==> src/rtl/sync_updown_counter_pkg.sv <==
// Shared counting definitions: direction encoding and the load-value clamp.
package counter_pkg;

    localparam logic DIR_UP   = 1'b1;
    localparam logic DIR_DOWN = 1'b0;

    // Out-of-range load values saturate to the top of the count range.
    function automatic int unsigned clamp_load(input int unsigned d, input int unsigned modulus);
        return (d < modulus) ? d : modulus - 1;
    endfunction

endpackage

==> src/rtl/sync_updown_counter_if.sv <==
// Control/status bundle of one counter stage; master drives controls, slave is the counter.
interface sync_updown_counter_if #(
    parameter int unsigned WIDTH = 4
);
    logic             CLR;
    logic             LOAD;
    logic [WIDTH-1:0] D;
    logic             EN;
    logic             UP;
    logic [WIDTH-1:0] Q;
    logic             TC;
    logic             WRAP;

    modport master (output CLR, LOAD, D, EN, UP, input Q, TC, WRAP);
    modport slave  (input CLR, LOAD, D, EN, UP, output Q, TC, WRAP);
endinterface

==> src/rtl/sync_updown_counter_tff_cell.sv <==
// Single T flip-flop bit cell with asynchronous active-low reset.
module tff_cell (
    output logic Q,
    input  logic T,
    input  logic CLK,
    input  logic RST_N
);
    logic r_q;

    always_ff @(posedge CLK or negedge RST_N) begin
        if (!RST_N)
            r_q <= 1'b0;
        else if (T)
            r_q <= ~r_q;
    end

    assign Q = r_q;
endmodule

==> src/rtl/sync_updown_counter.sv <==
// Modulo-N up/down counter built from T cells; every update is applied as a toggle mask.
module sync_updown_counter
    import counter_pkg::*;
#(
    parameter int unsigned WIDTH   = 4,
    parameter int unsigned MODULUS = 2**WIDTH
) (
    input  logic                  CLK,
    input  logic                  RST_N,
    sync_updown_counter_if.slave  bus
);
    localparam logic [WIDTH-1:0] MAX_Q = WIDTH'(MODULUS - 1);

    logic [WIDTH-1:0] w_q;
    logic [WIDTH-1:0] w_next;
    logic [WIDTH-1:0] w_t;
    logic [WIDTH-1:0] w_chain;
    logic [WIDTH-1:0] w_load_val;
    logic             w_count;
    logic             w_wrap;
    logic             r_wrap;

    assign w_count    = bus.EN & ~bus.CLR & ~bus.LOAD;
    assign w_wrap     = w_count & (((bus.UP == DIR_UP)   && (w_q == MAX_Q)) ||
                                   ((bus.UP == DIR_DOWN) && (w_q == '0)));
    assign w_load_val = WIDTH'(clamp_load(32'(bus.D), MODULUS));

    // Bit i toggles when all lower bits are 1 (up) or all are 0 (down).
    always_comb begin : carry_chain
        logic w_carry;
        w_carry = 1'b1;
        w_chain = '0;
        for (int i = 0; i < WIDTH; i++) begin
            w_chain[i] = w_carry;
            w_carry    = w_carry & ((bus.UP == DIR_UP) ? w_q[i] : ~w_q[i]);
        end
    end

    always_comb begin
        w_next = w_q;
        if (bus.CLR)
            w_next = '0;
        else if (bus.LOAD)
            w_next = w_load_val;
        else if (w_wrap)
            w_next = (bus.UP == DIR_UP) ? '0 : MAX_Q;

        w_t = '0;
        if (bus.CLR || bus.LOAD || w_wrap)
            w_t = w_q ^ w_next;
        else if (bus.EN)
            w_t = w_chain;
    end

    for (genvar g = 0; g < WIDTH; g++) begin : g_cell
        tff_cell u_cell (
            .Q     (w_q[g]),
            .T     (w_t[g]),
            .CLK   (CLK),
            .RST_N (RST_N)
        );
    end

    always_ff @(posedge CLK or negedge RST_N) begin
        if (!RST_N)
            r_wrap <= 1'b0;
        else
            r_wrap <= w_wrap;
    end

    assign bus.Q    = w_q;
    assign bus.TC   = w_wrap;
    assign bus.WRAP = r_wrap;
endmodule
==> src/flat_wrapper.sv <==
// flat-port wrapper written by rule: the top's interface ports become plain ports
module sync_updown_counter_flat import counter_pkg::*;
#(
    parameter int unsigned WIDTH   = 4,
    parameter int unsigned MODULUS = 2**WIDTH
)
  (CLK, RST_N, bus_CLR, bus_LOAD, bus_D, bus_EN, bus_UP, bus_Q, bus_TC, bus_WRAP);
  sync_updown_counter_if #(.WIDTH(WIDTH)) bus_i ();
  input  logic CLK;
  input  logic RST_N;
  input wire logic [$bits(bus_i.CLR)-1:0] bus_CLR;
  input wire logic [$bits(bus_i.LOAD)-1:0] bus_LOAD;
  input wire logic [$bits(bus_i.D)-1:0] bus_D;
  input wire logic [$bits(bus_i.EN)-1:0] bus_EN;
  input wire logic [$bits(bus_i.UP)-1:0] bus_UP;
  output wire logic [$bits(bus_i.Q)-1:0] bus_Q;
  output wire logic [$bits(bus_i.TC)-1:0] bus_TC;
  output wire logic [$bits(bus_i.WRAP)-1:0] bus_WRAP;
  assign bus_i.CLR = bus_CLR;
  assign bus_i.LOAD = bus_LOAD;
  assign bus_i.D = bus_D;
  assign bus_i.EN = bus_EN;
  assign bus_i.UP = bus_UP;
  assign bus_Q = bus_i.Q;
  assign bus_TC = bus_i.TC;
  assign bus_WRAP = bus_i.WRAP;
  sync_updown_counter #(.WIDTH(WIDTH), .MODULUS(MODULUS)) u_core (.CLK(CLK), .RST_N(RST_N), .bus(bus_i));
endmodule
==> config.mk <==
export PLATFORM = sky130hd
export DESIGN_NAME = sync_updown_counter_flat
export DESIGN_NICKNAME = d
export VERILOG_FILES = /design/src/rtl/sync_updown_counter_pkg.sv /design/src/rtl/sync_updown_counter_if.sv /design/src/rtl/sync_updown_counter_tff_cell.sv /design/src/rtl/sync_updown_counter.sv /design/src/flat_wrapper.sv
export SDC_FILE = /design/constraint.sdc
export NUM_CORES = 1
export LEC_CHECK = 0
export CORE_AREA = 5 5 42 44
export CTS_BUF_LIST = sky130_fd_sc_hd__clkbuf_8
export DETAILED_ROUTE_END_ITERATION = 8
export DIE_AREA = 0 0 47 49
export HOLD_SLACK_MARGIN = 0.02
export PLACE_DENSITY = 0.66
export SETUP_SLACK_MARGIN = 0.02
export SYNTH_ARGS = -nofsm -noshare
export SYNTH_HDL_FRONTEND = slang
export SYNTH_HIERARCHICAL = 1
export SYNTH_SLANG_ARGS = --single-unit
==> constraint.sdc <==
create_clock -name CLK -period 5.3 [get_ports CLK]
set_clock_uncertainty 0.2 [all_clocks]
set_input_delay 1.325 -clock CLK [delete_from_list [all_inputs] [get_ports CLK]]
set_output_delay 1.325 -clock CLK [all_outputs]
set_load 0.005 [all_outputs]
## After elaboration in Yosys (flattened, before gate mapping)

Index checks and enable logic that the tools add are counted.

| word-level totals | value |
|---|---|
| input port bits | 10 |
| register bits after elaboration | 5 |
| word-level logic and storage cells | 34 |

| operators by class | value |
|---|---|
| muxes and demuxes | 9 |
| reductions and logical operators | 6 |
| bitwise operators | 13 |
| equality and inequality tests | 1 |

Operators by type and width:

| operator | number |
|---|---|
| $mux 4 | 6 |
| $not 1->1 | 7 |
| $and 1x1->1 | 5 |
| $eq 4x4->1 const B | 1 |
| $logic_not 4->1 | 1 |
| $xor 4x4->4 | 1 |
| $logic_or 1x1->1 | 3 |
| $mux 1 | 3 |
| $logic_and 1x1->1 | 2 |

## Logic depth before layout (Yosys ltp)

Gate-level depths: netlist of the first run.

| depth | value |
|---|---|
| depth after elaboration | 9 |
| mapped depth | 5 |

## Cells and area by module

Netlist of the first run, hierarchy kept.

By module, submodules not included:

| module | area each (sq um) | times used | cells an instance |
|---|---|---|---|
| sync_updown_counter | 261.5 | 1 | 38 |
| tff_cell | 33.8 | 4 | 2 |

## Worst setup path before layout of the first run

Ideal clock, no wire load.

| timing path | value |
|---|---|
| path type | input -> output |
| from | input port bus_CLR |
| to | output port bus_TC |
| slack | 1.721 ns |
| cell stages on the path | 3 |
| path buffers | 0 |
| data arrival time | 2.054 ns |
| path through | or3b_1 > a21o_1 > nor2_1 |

| between the ends | value |
|---|---|
| word-level cells in the longest chain between the ends | 4 |

Ends and longest elaborated chain:

| what | RTL line | RTL |
|---|---|---|
| from (decl) | flat_wrapper.sv:11 | `input wire logic [$bits(bus_i.CLR)-1:0] bus_CLR;` |
| $not 1->1 | sync_updown_counter.sv:23 | `assign w_count = bus.EN & ~bus.CLR & ~bus.LOAD;` |
| $and 1x1->1 (2 in a row) | sync_updown_counter.sv:23 |  |
| $and 1x1->1 | sync_updown_counter.sv:24 | `assign w_wrap = w_count & (((bus.UP == DIR_UP) && (w_q == MAX_Q)) \|\|` |
| to (decl) | flat_wrapper.sv:17 | `output wire logic [$bits(bus_i.TC)-1:0] bus_TC;` |

No other way between the ends.

## Worst setup path after layout of the first run

Ends and elaborated chain as after synthesis.

==> flow_results.xml, run 1 <==
<?xml version="1.0" encoding="UTF-8"?>
<metrics>
  <group name="layout">
    <metric name="layout-area-overhead-vs-synth" unit="%">54.26</metric>
    <metric name="drive_above_1_share" unit="">0.07692</metric>
    <metric name="commonest_cells_after_routing_fill_and_taps_aside" unit="">clkdlybuf4s50_1, o21ai_0, dfrtp_1</metric>
    <metric name="layout_commonest_cell" unit="">clkdlybuf4s50_1</metric>
    <metric name="finalNetCount" unit="">76</metric>
    <metric name="final_util" unit="">0.4366</metric>
    <metric name="num_antenna_cells" unit="">0</metric>
  </group>
  <group name="synth">
    <metric name="synth.lib_cells_used.distinct" unit="">20</metric>
    <metric name="yosysWarnings" unit="">6</metric>
    <metric name="synth.yosys.seq_area_share" unit="">0.3155</metric>
    <metric name="yosys_register_bits" unit="">5</metric>
    <metric name="syn_area" unit="um^2">396.6</metric>
    <metric name="post_synth.cell_area_avg" unit="um^2">8.622</metric>
    <metric name="synth.net_count" unit="">56</metric>
    <metric name="syn_inst" unit="">46</metric>
  </group>
  <group name="sta">
    <metric name="timing_worst_slew_pin_value" unit="ps">467.8</metric>
    <metric name="layout_min_cycle_time" unit="ps">4655</metric>
    <metric name="finalCritPeriodShare" unit="">0.8783</metric>
    <metric name="setup-violations-final" unit="">0</metric>
    <metric name="slew_headroom" unit="">0.6875</metric>
    <metric name="timing.final.hold_violations" unit="">0</metric>
    <metric name="final_max_slew_violation_count" unit="">0</metric>
    <metric name="rsz0062_at_grt" unit="">false</metric>
    <metric name="hold_slack" unit="ps">416.8</metric>
    <metric name="max_freq" unit="MHz">214.8</metric>
    <metric name="setup_tns" unit="ps">0</metric>
  </group>
  <group name="run">
    <metric name="max_cap_violations" unit="">0</metric>
  </group>
  <group name="pwr">
    <metric name="peakVddDrop" unit="mV">0.1067</metric>
    <metric name="total_leakage_power" unit="uW">0.0002284</metric>
    <metric name="powerDensity" unit="nW/um^2">449.3</metric>
  </group>
  <group name="clocking">
    <metric name="cts_max_level" unit="">1</metric>
    <metric name="cts_inserted_buffers" unit="">3</metric>
    <metric name="cts.repair_timing.setup_buffer_count" unit="">0</metric>
    <metric name="clock-root-buffer" unit="">clkbuf_8</metric>
    <metric name="holdBufCountCts" unit="">0</metric>
    <metric name="clock_tree.buffer_depth" unit="">2</metric>
    <metric name="reg_clk_slew_reported_paths" unit="ps">40</metric>
    <metric name="numClockSinks" unit="">5</metric>
    <metric name="cts_tree" unit="">done</metric>
    <metric name="cts_repair_resize_count" unit="">0</metric>
    <metric name="clk_latency" unit="ps">220</metric>
  </group>
  <group name="worst_setup_path">
    <metric name="crit_fanout" unit="">6</metric>
    <metric name="cp-end-kind" unit="">output port</metric>
    <metric name="timing.setup.critical_path_class" unit="">primary input to output port</metric>
    <metric name="ff2ff_setup_slack" unit="ps">3150</metric>
    <metric name="cp-start-kind" unit="">primary input</metric>
    <metric name="timing.critical_path.arrival" unit="ps">3130</metric>
    <metric name="critical_path_required" unit="ps">3770</metric>
  </group>
  <group name="grt">
    <metric name="grt_first_pass_wirelength" unit="um">1676</metric>
    <metric name="number_of_global_route_vias_before_repair" unit="">392</metric>
    <metric name="gr-usage-all-layers" unit="">0.1044</metric>
    <metric name="global_route.overflow_total" unit="">0</metric>
    <metric name="pin_count_of_the_biggest_net_entering_global_routing" unit="">12</metric>
    <metric name="antenna_found_initial" unit="">0</metric>
  </group>
  <group name="floorplan">
    <metric name="die_area" unit="um^2">2303</metric>
    <metric name="ios" unit="">16</metric>
    <metric name="die-height" unit="um">49</metric>
    <metric name="floorplan.rows" unit="">14</metric>
    <metric name="core_area" unit="um^2">1401</metric>
    <metric name="starting_density" unit="">0.2830</metric>
    <metric name="die-width" unit="um">47</metric>
  </group>
  <group name="placed_design">
    <metric name="port_buffers" unit="">15</metric>
    <metric name="routabilityCongestion" unit="">0.7688</metric>
    <metric name="hpwl" unit="um">813.2</metric>
  </group>
  <group name="route">
    <metric name="drt_drc_violations_left" unit="">0</metric>
    <metric name="dr.first_iter.drc_count" unit="">5</metric>
    <metric name="drt_pass1_iterations" unit="">5</metric>
    <metric name="wire_per_inst" unit="um">13.41</metric>
    <metric name="vias" unit="">462</metric>
    <metric name="final_antenna_net_count" unit="">0</metric>
    <metric name="vias_per_cell" unit="">5.704</metric>
    <metric name="detail_route.wirelength" unit="um">1086</metric>
  </group>
  <group name="hold_path">
    <metric name="timing.hold.worst.class" unit="">flop to flop</metric>
  </group>
  <group name="run_status">
    <metric name="run_status" unit="">finished clean</metric>
  </group>
</metrics>
## layout make-up
cell class / instances / area [um^2]
clock buffer: 3 / 41.29
clock inverter: 1 / 3.754
fill: 146 / 789.5
inverter: 1 / 3.754
multi-input combinational: 40 / 267.8
sequential: 5 / 125.1
tap: 16 / 20.02
timing repair buffer: 15 / 150.1
## logic make-up (layout without fill, tap and decap cells)
group,Yosys count,count (layout),share of synthesized area
flip-flops,5,5,0.3155
buffers and inverters,1,20,0.009455
AND/OR/NAND/NOR,16,16,0.2271
AO/OA/AOI/OAI,20,20,0.3596
XOR/XNOR,4,4,0.08832
## routing by layer
metal	GRT usage	share of wire	vias up
li1	-	-	220
met1	0.1217	0.40	218
met2	0.1380	0.47	22
met3	0.04059	0.12	2
met4	0.09677	0.014	0
met5	0	0	-
## synthesized netlist by cell type
cell type,number,area [um^2]
o21ai_0,7,35.03
dfrtp_1,5,125.1
o21bai_1,4,30.03
o311ai_1,4,35.03
xor2_1,4,35.03
nand2_1,3,11.26
nor2_1,3,11.26
nor3_1,3,15.01
nor3b_1,2,15.01
a2111oi_2,1,15.01
a21o_1,1,7.510
a21oi_1,1,5.000
a31oi_1,1,6.260
and3_1,1,6.260
inv_1,1,3.750
nand2b_1,1,6.260
nand3_1,1,5.000
o31a_1,1,8.760
or3_4,1,11.26
or3b_1,1,8.760
## where the power goes
part	internal (uW)	switching [uW]
combinational	66.1	43.8
sequential	55.5	40.6
clock	49.7	19.3
total	171	104
## worst max-delay path, stage by stage
cell and delay [ps]:
clkdlybuf4s50_1 470, or3b_1 470, a21o_1 190, nor2_1 140, clkdlybuf4s50_1 530
## state kept, by name, indices dropped and copies added (netlist names)
signal                  count
u_core/g_cell.u_cell/Q      4
u_core/bus.WRAP             1
## final timing paths
kind / start / endpoint / cells after the start
max: bus_CLR / bus_TC / 5
min reg2reg: u_core/g_cell[0].u_cell/Q$_DFFE_PN0P_ / u_core/g_cell[0].u_cell/Q$_DFFE_PN0P_ / 1
max reg2reg: u_core/g_cell[0].u_cell/Q$_DFFE_PN0P_ / u_core/g_cell[1].u_cell/Q$_DFFE_PN0P_ / 5
min: u_core/g_cell[0].u_cell/Q$_DFFE_PN0P_ / u_core/g_cell[0].u_cell/Q$_DFFE_PN0P_ / 1
max in group asynchronous: RST_N / u_core/g_cell[2].u_cell/Q$_DFFE_PN0P_ / 1
min in group asynchronous: RST_N / u_core/g_cell[0].u_cell/Q$_DFFE_PN0P_ / 1
## stage by stage
| stage | cell area (um^2) | instances | total power (uW) | worst slack, ps |
|---|---|---|---|---|
| 2_1_floorplan | 396.6 | 46 | 147.5 | 1721 |
| 3_3_place_gp | 566.8 | 77 | 201.6 | 698.4 |
| 3_5_place_dp | 566.8 | 77 | 205.3 | 628.6 |
| 4_1_cts | 611.8 | 81 | 276.8 | 626.5 |
| 5_1_grt | 611.8 | 81 | 294.5 | 530.3 |
| 6_report | 611.8 | 81 | 274.9 | 645.1 |
No activity file was read; power rests on OpenSTA's default activity.
==> run 2, diff against run 1 <==
--- a/config.mk
+++ b/config.mk
@@ -12,6 +12,7 @@
 export HOLD_SLACK_MARGIN = 0.02
 export PLACE_DENSITY = 0.66
 export SETUP_SLACK_MARGIN = 0.02
+export SLEW_MARGIN = 20
 export SYNTH_ARGS = -nofsm -noshare
 export SYNTH_HDL_FRONTEND = slang
 export SYNTH_HIERARCHICAL = 1
==> results of run 2 <==
The final DEF is identical to that of run 1; final timing and power are the same.
==> run 3, diff against run 2 <==
--- a/config.mk
+++ b/config.mk
@@ -10,7 +10,7 @@
 export DETAILED_ROUTE_END_ITERATION = 8
 export DIE_AREA = 0 0 47 49
 export HOLD_SLACK_MARGIN = 0.02
-export PLACE_DENSITY = 0.66
+export PLACE_DENSITY = 0.65
 export SETUP_SLACK_MARGIN = 0.02
 export SLEW_MARGIN = 20
 export SYNTH_ARGS = -nofsm -noshare
==> run 3 against run 2 <==
  * Core utilization unchanged
  * Via count decreased by 9.7%
  * Critical path depth unchanged
  * Power decreased by 0.54%
  * Flip-flop and latch count unchanged
  * Sequential share of layout area unchanged
==> flow_results.xml, run 3 (synthesis gave the netlist of run 1 again) <==
<?xml version="1.0" encoding="UTF-8"?>
<metrics>
  <group name="route">
    <metric name="vias_per_cell" unit="">5.148</metric>
    <metric name="wire_per_inst" unit="um">12.89</metric>
    <metric name="vias" unit="">417</metric>
    <metric name="dr.first_iter.drc_count" unit="">8</metric>
    <metric name="detail_route.wirelength" unit="um">1044</metric>
    <metric name="final_antenna_net_count" unit="">0</metric>
    <metric name="drt_pass1_iterations" unit="">4</metric>
    <metric name="drt_drc_violations_left" unit="">0</metric>
  </group>
  <group name="grt">
    <metric name="gr-usage-all-layers" unit="">0.1047</metric>
    <metric name="antenna_found_initial" unit="">0</metric>
    <metric name="global_route.overflow_total" unit="">0</metric>
    <metric name="number_of_global_route_vias_before_repair" unit="">426</metric>
    <metric name="pin_count_of_the_biggest_net_entering_global_routing" unit="">12</metric>
    <metric name="grt_first_pass_wirelength" unit="um">1725</metric>
  </group>
  <group name="layout">
    <metric name="finalNetCount" unit="">76</metric>
    <metric name="layout-area-overhead-vs-synth" unit="%">54.26</metric>
    <metric name="drive_above_1_share" unit="">0.07692</metric>
    <metric name="largest_register_ffs" unit="">4</metric>
    <metric name="commonest_cells_after_routing_fill_and_taps_aside" unit="">clkdlybuf4s50_1, o21ai_0, dfrtp_1</metric>
    <metric name="num_antenna_cells" unit="">0</metric>
    <metric name="layout_commonest_cell" unit="">clkdlybuf4s50_1</metric>
  </group>
  <group name="worst_setup_path">
    <metric name="timing.critical_path.arrival" unit="ps">3090</metric>
    <metric name="crit_fanout" unit="">6</metric>
    <metric name="cpMostUsedCell" unit="">clkdlybuf4s50_1</metric>
    <metric name="cp-end-kind" unit="">output port</metric>
    <metric name="ff2ff_setup_slack" unit="ps">3200</metric>
    <metric name="cp-start-kind" unit="">primary input</metric>
    <metric name="critical-path-slowest-cell" unit="">clkdlybuf4s50_1</metric>
    <metric name="critical_path_required" unit="ps">3770</metric>
    <metric name="max_stage_delay" unit="ps">520</metric>
    <metric name="timing.setup.critical_path_class" unit="">primary input to output port</metric>
    <metric name="crit_chain" unit="">clkdlybuf4s50_1 &gt; or3b_1 &gt; a21o_1 &gt; nor2_1 &gt; clkdlybuf4s50_1</metric>
  </group>
  <group name="floorplan">
    <metric name="die_area" unit="um^2">2303</metric>
    <metric name="ios" unit="">16</metric>
    <metric name="die-height" unit="um">49</metric>
    <metric name="floorplan.rows" unit="">14</metric>
    <metric name="die-width" unit="um">47</metric>
    <metric name="core_area" unit="um^2">1401</metric>
    <metric name="starting_density" unit="">0.2830</metric>
  </group>
  <group name="placed_design">
    <metric name="port_buffers" unit="">15</metric>
    <metric name="routabilityCongestion" unit="">0.7999</metric>
    <metric name="hpwl" unit="um">774.2</metric>
    <metric name="post-place-ws" unit="ps">657.6</metric>
  </group>
  <group name="sta">
    <metric name="max_freq" unit="MHz">216.5</metric>
    <metric name="setup-violations-final" unit="">0</metric>
    <metric name="slew_headroom" unit="">0.7063</metric>
    <metric name="layout_min_cycle_time" unit="ps">4618</metric>
    <metric name="timing_worst_slew_pin_value" unit="ps">439.7</metric>
    <metric name="final_max_slew_violation_count" unit="">0</metric>
    <metric name="timing.final.hold_violations" unit="">0</metric>
    <metric name="rsz0062_at_grt" unit="">false</metric>
    <metric name="layout_setup_ws" unit="ps">682.1</metric>
    <metric name="finalCritPeriodShare" unit="">0.8713</metric>
    <metric name="setup_tns" unit="ps">0</metric>
  </group>
  <group name="clocking">
    <metric name="numClockSinks" unit="">5</metric>
    <metric name="clk_latency" unit="ps">220</metric>
    <metric name="cts_tree" unit="">done</metric>
    <metric name="reg_clk_slew_reported_paths" unit="ps">30</metric>
    <metric name="cts_repair_resize_count" unit="">0</metric>
    <metric name="cts_max_level" unit="">1</metric>
    <metric name="clock_tree.buffer_depth" unit="">2</metric>
    <metric name="clock-root-buffer" unit="">clkbuf_8</metric>
    <metric name="cts.repair_timing.setup_buffer_count" unit="">0</metric>
    <metric name="cts_inserted_buffers" unit="">3</metric>
    <metric name="holdBufCountCts" unit="">0</metric>
  </group>
  <group name="run_status">
    <metric name="run_status" unit="">finished clean</metric>
  </group>
  <group name="pwr">
    <metric name="total_leakage_power" unit="uW">0.0002284</metric>
    <metric name="peakVddDrop" unit="mV">0.1491</metric>
    <metric name="powerDensity" unit="nW/um^2">446.9</metric>
  </group>
  <group name="run">
    <metric name="max_cap_violations" unit="">0</metric>
  </group>
  <group name="hold_path">
    <metric name="timing.hold.worst.class" unit="">flop to flop</metric>
  </group>
</metrics>
## run 3: cell counts in the layout (fill, tap and decap cells not counted)
Identical to the previous run, type by type.
## run 3: through the flow
step	instance area [um^2]	hold slack [ps]	power (uW)	utilization	instances
floorplan	396.6	370.2	147.5	-	46
CTS	611.8	427.5	276.4	0.4366	81
finish	611.8	418.4	273.4	0.4366	81
detailed placement	566.8	418.0	205.3	0.4045	77
global route	611.8	468.9	295.3	0.4366	81
global placement	566.8	414.2	205.1	0.4045	77
## run 3: per-layer routing
metal,up-vias,global-route usage,share of wire
met5,-,0,0
li1,217,-,-
met4,0,0.09677,0.018
met2,19,0.1516,0.45
met1,179,0.1269,0.44
met3,2,0.01107,0.092
## run 3: final cells by class
cell class	count	area (um^2)
repair buffers	15	150.1
well taps	16	20.02
clock buffers	3	41.29
inverters	1	3.754
flip-flops and latches	5	125.1
multi-input cells	40	267.8
clock inverters	1	3.754
fillers	148	789.5
## run 3: path summary, 6_finish.rpt
check | to | depth (start not counted) | start
hold reg to reg | u_core/g_cell[0].u_cell/Q$_DFFE_PN0P_ | 1 | u_core/g_cell[0].u_cell/Q$_DFFE_PN0P_
min in group asynchronous | u_core/g_cell[0].u_cell/Q$_DFFE_PN0P_ | 1 | RST_N
max in group asynchronous | u_core/g_cell[2].u_cell/Q$_DFFE_PN0P_ | 1 | RST_N
setup / recovery | bus_TC | 5 | bus_CLR
setup reg to reg | u_core/g_cell[2].u_cell/Q$_DFFE_PN0P_ | 5 | u_core/g_cell[0].u_cell/Q$_DFFE_PN0P_
hold / removal | u_core/g_cell[0].u_cell/Q$_DFFE_PN0P_ | 1 | u_core/g_cell[0].u_cell/Q$_DFFE_PN0P_
## run 3: power breakdown
group / total (uW) / internal, uW / switching [uW]
Combinational: 110 / 66.1 / 44.3
Sequential: 96.7 / 55.5 / 41.2
Clock: 66.3 / 49.5 / 16.9
Total: 273 / 171 / 102
## run 3: critical path: cells and delay by family
| family | cells | cell delay [ps] |
|---|---|---|
| AO/OA/AOI/OAI | 1 | 190 |
| buffers and inverters | 2 | 990 |
| AND/OR/NAND/NOR | 2 | 590 |
